<file path="config.mk">
export PLATFORM = sky130hd
export DESIGN_NAME = pc_sequencer_flat
export DESIGN_NICKNAME = d
export VERILOG_FILES = /design/src/rtl/pc_sequencer_if.sv /design/src/rtl/pc_sequencer.sv /design/src/flat_wrapper.sv
export SDC_FILE = /design/constraint.sdc
export NUM_CORES = 1
export LEC_CHECK = 0
export ABC_AREA = 1
export CORE_UTILIZATION = 55
export DETAILED_ROUTE_END_ITERATION = 6
export GPL_ROUTABILITY_DRIVEN = 1
export PLACE_DENSITY = 0.83
export SLEW_MARGIN = 15
export SYNTH_ARGS = -nofsm -noshare
export SYNTH_HDL_FRONTEND = slang
export SYNTH_SLANG_ARGS = --single-unit
export TNS_END_PERCENT = 20
</file>
<file path="constraint.sdc">
create_clock -name clk -period 3.48 [get_ports clk]
set_input_delay 0.87 -clock clk [delete_from_list [all_inputs] [get_ports clk]]
set_output_delay 0.87 -clock clk [all_outputs]
set_load 0.005 [all_outputs]
</file>
<file path="src/rtl/pc_sequencer_if.sv">
// Fetch/execute handshake bundle between the PC sequencer, instruction memory and the datapath.
// Latency: none, wires only.
// Backpressure: imem_ready stalls fetch, exec_done stalls execute.
interface pc_sequencer_if #(
  parameter int XLEN = 32
);
  // Instruction memory side
  logic            imem_req;
  logic [XLEN-1:0] imem_addr;
  logic            imem_ready;
  logic [XLEN-1:0] imem_rdata;
  // Execute datapath side
  logic            instr_valid;
  logic [XLEN-1:0] instr;
  logic [XLEN-1:0] instr_pc;
  logic            exec_done;
  logic            jal_en;
  logic            jalr_en;
  logic [XLEN-1:0] jalr_target;
  logic            branch_en;
  logic            zeroflag;

  // Sequencer view
  modport master (
    output imem_req, imem_addr, instr_valid, instr, instr_pc,
    input  imem_ready, imem_rdata, exec_done, jal_en, jalr_en,
           jalr_target, branch_en, zeroflag
  );

  // Memory/datapath view
  modport slave (
    input  imem_req, imem_addr, instr_valid, instr, instr_pc,
    output imem_ready, imem_rdata, exec_done, jal_en, jalr_en,
           jalr_target, branch_en, zeroflag
  );
endinterface

</file>
<file path="src/rtl/pc_sequencer.sv">
// RV32I multi-cycle fetch/next-PC controller: IDLE -> FETCH -> EXEC, halts on ECALL/EBREAK or misaligned target.
// Latency: fetch >= 1 cycle (ready with req), exec >= 1 cycle (done in first EXEC cycle).
// Backpressure: waits in FETCH for imem_ready and in EXEC for exec_done; all outputs registered.
module pc_sequencer #(
  parameter logic [31:0] RESET_VECTOR = 32'h0000_0000,
  parameter int          XLEN         = 32
) (
  input  logic            clk,
  input  logic            rst,
  pc_sequencer_if.master  bus,
  output logic            halted,
  output logic            misalign,
  output logic [XLEN-1:0] pc,
  output logic [XLEN-1:0] instret
);

  localparam logic [31:0] INSTR_NOP    = 32'h0000_0013;
  localparam logic [31:0] INSTR_ECALL  = 32'h0000_0073;
  localparam logic [31:0] INSTR_EBREAK = 32'h0010_0073;

  typedef enum logic [1:0] {
    S_IDLE,
    S_FETCH,
    S_EXEC,
    S_HALT
  } state_t;

  state_t      state;
  logic [31:0] j_imm;
  logic [31:0] b_imm;
  logic [31:0] target;
  logic        is_sys;

  // The fetch address is the architectural PC itself, so it is stable for the whole request.
  assign bus.imem_addr = pc;

  // Next-PC resolution from the latched instruction; jal beats jalr beats taken branch.
  always_comb begin
    j_imm  = {{12{bus.instr[31]}}, bus.instr[19:12], bus.instr[20], bus.instr[30:21], 1'b0};
    b_imm  = {{20{bus.instr[31]}}, bus.instr[7], bus.instr[30:25], bus.instr[11:8], 1'b0};
    is_sys = (bus.instr == INSTR_ECALL) || (bus.instr == INSTR_EBREAK);
    target = bus.instr_pc + 32'd4;
    if (bus.jal_en) begin
      target = bus.instr_pc + j_imm;
    end else if (bus.jalr_en) begin
      target = bus.jalr_target & ~32'h1;
    end else if (bus.branch_en && bus.zeroflag) begin
      target = bus.instr_pc + b_imm;
    end
  end

  // Sequencer FSM with registered handshake and status outputs.
  always_ff @(posedge clk) begin
    if (rst) begin
      state           <= S_IDLE;
      pc              <= RESET_VECTOR;
      bus.instr       <= INSTR_NOP;
      bus.instr_pc    <= RESET_VECTOR;
      instret         <= '0;
      halted          <= 1'b0;
      misalign        <= 1'b0;
      bus.imem_req    <= 1'b0;
      bus.instr_valid <= 1'b0;
    end else begin
      case (state)
        S_IDLE: begin
          state        <= S_FETCH;
          bus.imem_req <= 1'b1;
        end
        S_FETCH: begin
          if (bus.imem_ready) begin
            bus.instr       <= bus.imem_rdata;
            bus.instr_pc    <= pc;
            bus.imem_req    <= 1'b0;
            bus.instr_valid <= 1'b1;
            state           <= S_EXEC;
          end
        end
        S_EXEC: begin
          if (bus.exec_done) begin
            // Every completed instruction retires, including the one that halts.
            instret         <= instret + 32'd1;
            bus.instr_valid <= 1'b0;
            if (is_sys) begin
              pc     <= bus.instr_pc;
              halted <= 1'b1;
              state  <= S_HALT;
            end else if (target[1:0] != 2'b00) begin
              // Report the offending target in pc so software can see where it went wrong.
              pc       <= target;
              halted   <= 1'b1;
              misalign <= 1'b1;
              state    <= S_HALT;
            end else begin
              pc           <= target;
              bus.imem_req <= 1'b1;
              state        <= S_FETCH;
            end
          end
        end
        S_HALT: begin
          // Terminal until reset.
          state <= S_HALT;
        end
        default: begin
          state <= S_HALT;
        end
      endcase
    end
  end

endmodule

</file>
<file path="src/flat_wrapper.sv">
// flat-port wrapper written by rule: the top's interface ports become plain ports
module pc_sequencer_flat 
#(
  parameter logic [31:0] RESET_VECTOR = 32'h0000_0000,
  parameter int          XLEN         = 32
)
  (clk, rst, halted, misalign, pc, instret, bus_imem_req, bus_imem_addr, bus_instr_valid, bus_instr, bus_instr_pc, bus_imem_ready, bus_imem_rdata, bus_exec_done, bus_jal_en, bus_jalr_en, bus_jalr_target, bus_branch_en, bus_zeroflag);
  pc_sequencer_if #(.XLEN(XLEN)) bus_i ();
  input  logic clk;
  input  logic rst;
  output logic halted;
  output logic misalign;
  output logic [XLEN-1:0] pc;
  output logic [XLEN-1:0] instret;
  output wire logic [$bits(bus_i.imem_req)-1:0] bus_imem_req;
  output wire logic [$bits(bus_i.imem_addr)-1:0] bus_imem_addr;
  output wire logic [$bits(bus_i.instr_valid)-1:0] bus_instr_valid;
  output wire logic [$bits(bus_i.instr)-1:0] bus_instr;
  output wire logic [$bits(bus_i.instr_pc)-1:0] bus_instr_pc;
  input wire logic [$bits(bus_i.imem_ready)-1:0] bus_imem_ready;
  input wire logic [$bits(bus_i.imem_rdata)-1:0] bus_imem_rdata;
  input wire logic [$bits(bus_i.exec_done)-1:0] bus_exec_done;
  input wire logic [$bits(bus_i.jal_en)-1:0] bus_jal_en;
  input wire logic [$bits(bus_i.jalr_en)-1:0] bus_jalr_en;
  input wire logic [$bits(bus_i.jalr_target)-1:0] bus_jalr_target;
  input wire logic [$bits(bus_i.branch_en)-1:0] bus_branch_en;
  input wire logic [$bits(bus_i.zeroflag)-1:0] bus_zeroflag;
  assign bus_imem_req = bus_i.imem_req;
  assign bus_imem_addr = bus_i.imem_addr;
  assign bus_instr_valid = bus_i.instr_valid;
  assign bus_instr = bus_i.instr;
  assign bus_instr_pc = bus_i.instr_pc;
  assign bus_i.imem_ready = bus_imem_ready;
  assign bus_i.imem_rdata = bus_imem_rdata;
  assign bus_i.exec_done = bus_exec_done;
  assign bus_i.jal_en = bus_jal_en;
  assign bus_i.jalr_en = bus_jalr_en;
  assign bus_i.jalr_target = bus_jalr_target;
  assign bus_i.branch_en = bus_branch_en;
  assign bus_i.zeroflag = bus_zeroflag;
  pc_sequencer #(.RESET_VECTOR(RESET_VECTOR), .XLEN(XLEN)) u_core (.clk(clk), .rst(rst), .bus(bus_i), .halted(halted), .misalign(misalign), .pc(pc), .instret(instret));
endmodule
</file>
==> results.sh <==
export IMPL_final_cells=2342
export IMPL_ctsHoldBuffers=0
export IMPL_drv_cap=0
export IMPL_tightest_slew_ps=1130
export IMPL_ctsResizeCount=0
export IMPL_clkSlewWorstSetupHoldPaths_ps=70
export IMPL_grt_pass1_vias=12700
export IMPL_route_met2_wl_mm=20.4
export IMPL_p_leak_nw=6.27
export IMPL_max_freq_mhz=325
export IMPL_placement_rows=51
export IMPL_htree_levels=4
export IMPL_clock_latency_ps=430
export IMPL_critPathMaxStageDelay_ps=530
export IMPL_met1_length_mm=18.2
export IMPL_crit_path_top_delay_cell="a21oi_1"
export IMPL_finalSetupViolCount=0
export IMPL_failed_checks="DRC"
export IMPL_timing_hold_ws_ps=470
export IMPL_layout_drive_gt1_share_pct=5.10
export IMPL_synth_edf_count=0
export IMPL_cts_buffers=17
export IMPL_floorplan_initialDensity_pct=56.2
export IMPL_area_growth_pct=28.2
export IMPL_first_pass_iters=7
export IMPL_grt_pass1_wl_mm=70.3
export IMPL_yosys_warnings=0
export IMPL_critPathArrivalTime_ps=3350
export IMPL_final_hold_viol_count=0
export IMPL_ant_nets=0
export IMPL_timing_final_crit_share_pct=88.4
export IMPL_yosysSeqAreaShare_pct=24.5
export IMPL_routed_wl_mm=46.7
export IMPL_postCtsSetupBuffers=0
export IMPL_hp_class="reg -> reg"
export IMPL_fin_setup_tns_ps=0
export IMPL_place_gp_congestion=1.08
export IMPL_drt_iter0_drc=1944
export IMPL_die_x_um=143
export IMPL_worst_setup_path_type="reg -> reg"
export IMPL_avgViaCountPerCell=5.96
export IMPL_crit_top_cell="a21oi_1"
export IMPL_status="finished with violations"
export IMPL_syn_avg_cell_area_um2=5.86
export IMPL_wl_per_cell_um=19.9
export IMPL_numPlacedInstances=2310
export IMPL_crit_path_end_kind="flip-flop"
export IMPL_synthCells=1866
export IMPL_synth_nets=1985
export IMPL_finalMaxSlewViolations=0
export IMPL_grt_usage_pct=45.7
export IMPL_worstPathRequired_ps=3750
export IMPL_ys_seq_elements=134
export IMPL_diodes=0
export IMPL_core_um2=19500
export IMPL_cts_buffer_depth=2
export IMPL_ys_flop_type="dfxtp_1"
export IMPL_overflow=0
export IMPL_top_layer="met4"
export IMPL_drcViolationCount=19
export IMPL_nNetsFinal=2183
export IMPL_finalPower_mw=4.83
export IMPL_design_area_um2=14000
export IMPL_cts_sinks=134
export IMPL_period_needed_ps=3070
export IMPL_power_density_nw_per_um2=345
export IMPL_rsz0062_at_grt="false"
export IMPL_cp_max_fo=6
export IMPL_grt_max_degree=73
export IMPL_async_reset_ff_share_pct=0
export IMPL_ir_worst_vdd_mv=0.332
export IMPL_synth_area_um2=10900
export IMPL_root_buffer="clkbuf_16"
export IMPL_ioPinCount=236
export IMPL_crit_path_cell_trace="ha_1, a21oi_1, o21ai_0, a21oi_1, nand3_1, o21ai_0, nand3_1, nand2_1, a21oi_1"
export IMPL_route_met3_wl_mm=5.71
export IMPL_max_slew_margin_pct=24.9
export IMPL_fillerInstances=1590
export IMPL_antenna_found_initial=0
export IMPL_vias=14000
export IMPL_cts_tree="yes"
export IMPL_portBuffers=234
export IMPL_dieArea_um2=20500
export IMPL_finalClockSkew_ps=12.1
export IMPL_critPathLaunchType="flip-flop"
export IMPL_synth_cell_types=45
export IMPL_hpwl_mm=35.6
export IMPL_die_h_um=143
export IMPL_dpl_cell_area_um2=13400
metrics by stage:
step / utilization [%] / worst slack (ps)
detailed placement: 69.0 / 550
CTS: 72.1 / 601
finish: 72.1 / 405
global placement: 69.0 / 610
floorplan: - / 1160
global route: 72.1 / 256
where the power goes:
group	internal (mW)	leakage [nW]	total (mW)	switching [mW]
Combinational	0.482	4.89	1.19	0.707
Sequential	1.61	1.09	1.73	0.118
Clock	1.10	0.295	1.92	0.819
Total	3.19	6.27	4.83	1.64
cells in the final DEF (no fill, tap or decap), types with 3 or more instances in the layout:
cell / n
clkdlybuf4s50_1: 233
nand3_2: 4
inv_2: 4
o211ai_1: 16
nand2_1: 505
dfxtp_1: 134
o21ai_1: 6
nand2_2: 11
inv_1: 243
nor4_1: 16
xor2_1: 28
nand3b_1: 4
a21oi_1: 217
ha_1: 45
nand4_1: 29
nor2_1: 193
inv_6: 6
clkinv_4: 3
o21a_1: 3
o21bai_1: 4
nor2_2: 7
nand3_1: 127
a31oi_1: 3
clkbuf_16: 17
xnor2_1: 5
buf_4: 36
nor3_1: 32
o21ai_0: 115
sequential cells by signal, indices dropped and copies added, names as in the netlist:
register and cells:
u_core.bus.imem_addr 32, u_core.bus.imem_req 1, u_core.bus.instr 32, u_core.bus.instr_pc 32, u_core.bus.instr_valid 1, u_core.halted 1
u_core.instret 32, u_core.misalign 1, u_core.state 2
cells by family after synthesis:
group | Yosys count | synth area share [%]
adders and majority gates | 47 | 5.51
AOI/OAI and AO/OA | 370 | 17.7
and+or+nand+nor | 942 | 36.7
buffers and inverters | 340 | 13.0
DFF | 134 | 24.5
xor gates and xnor gates | 33 | 2.64
layer usage:
metal | up-vias | track usage, %
met3 | 199 | 11.9
met2 | 989 | 70.9
met1 | 6342 | 59.3
met4 | 0 | 20.4
met5 | - | 0
li1 | 6437 | -
cell type report:
type | instances | area [um2] | area share [%]
Inverter | 248 | 932 | 6.65
Tap cell | 265 | 332 | 2.36
Timing Repair Buffer | 271 | 2630 | 18.7
Sequential cell | 134 | 2680 | 19.1
Clock inverter | 14 | 163 | 1.16
Clock buffer | 18 | 439 | 3.13
Multi-Input combinational cell | 1392 | 6850 | 48.8
synthesized netlist by cell type, drive strengths merged, types with 4 or more instances:
master	n	share of area (%)
a21oi	218	10
o21bai	4	0.27
xnor2	5	0.40
nor4	17	1.1
nor3	35	1.9
nand2	517	18
buf	46	2.9
nand3	131	6.2
nand4	29	1.7
o211ai	16	1.1
ha	45	5.1
xor2	28	2.2
o21ai	121	5.5
dfxtp	134	25
nand3b	4	0.27
inv	246	8.4
nor2	202	7.2
clkbuf	46	1.6
worst paths after layout:
kind / cells past startpoint / startpoint / end / slack (ps)
max reg2reg: 9 / u_core.bus.instr[15] / u_core.bus.imem_addr[20] / 410
max: 9 / u_core.bus.instr[15] / u_core.bus.imem_addr[20] / 410
min reg2reg: 2 / u_core.misalign / u_core.misalign / 470
min: 2 / u_core.misalign / u_core.misalign / 470
worst max-delay path, delay by kind of cell, from the launching register on:
kind,cells,cell delay [ps]
AOI/OAI and AO/OA,5,1570
adders and majority gates,1,370
DFF,1,430
and+or+nand+nor,3,570
No activity file was read; power rests on OpenSTA's default activity.
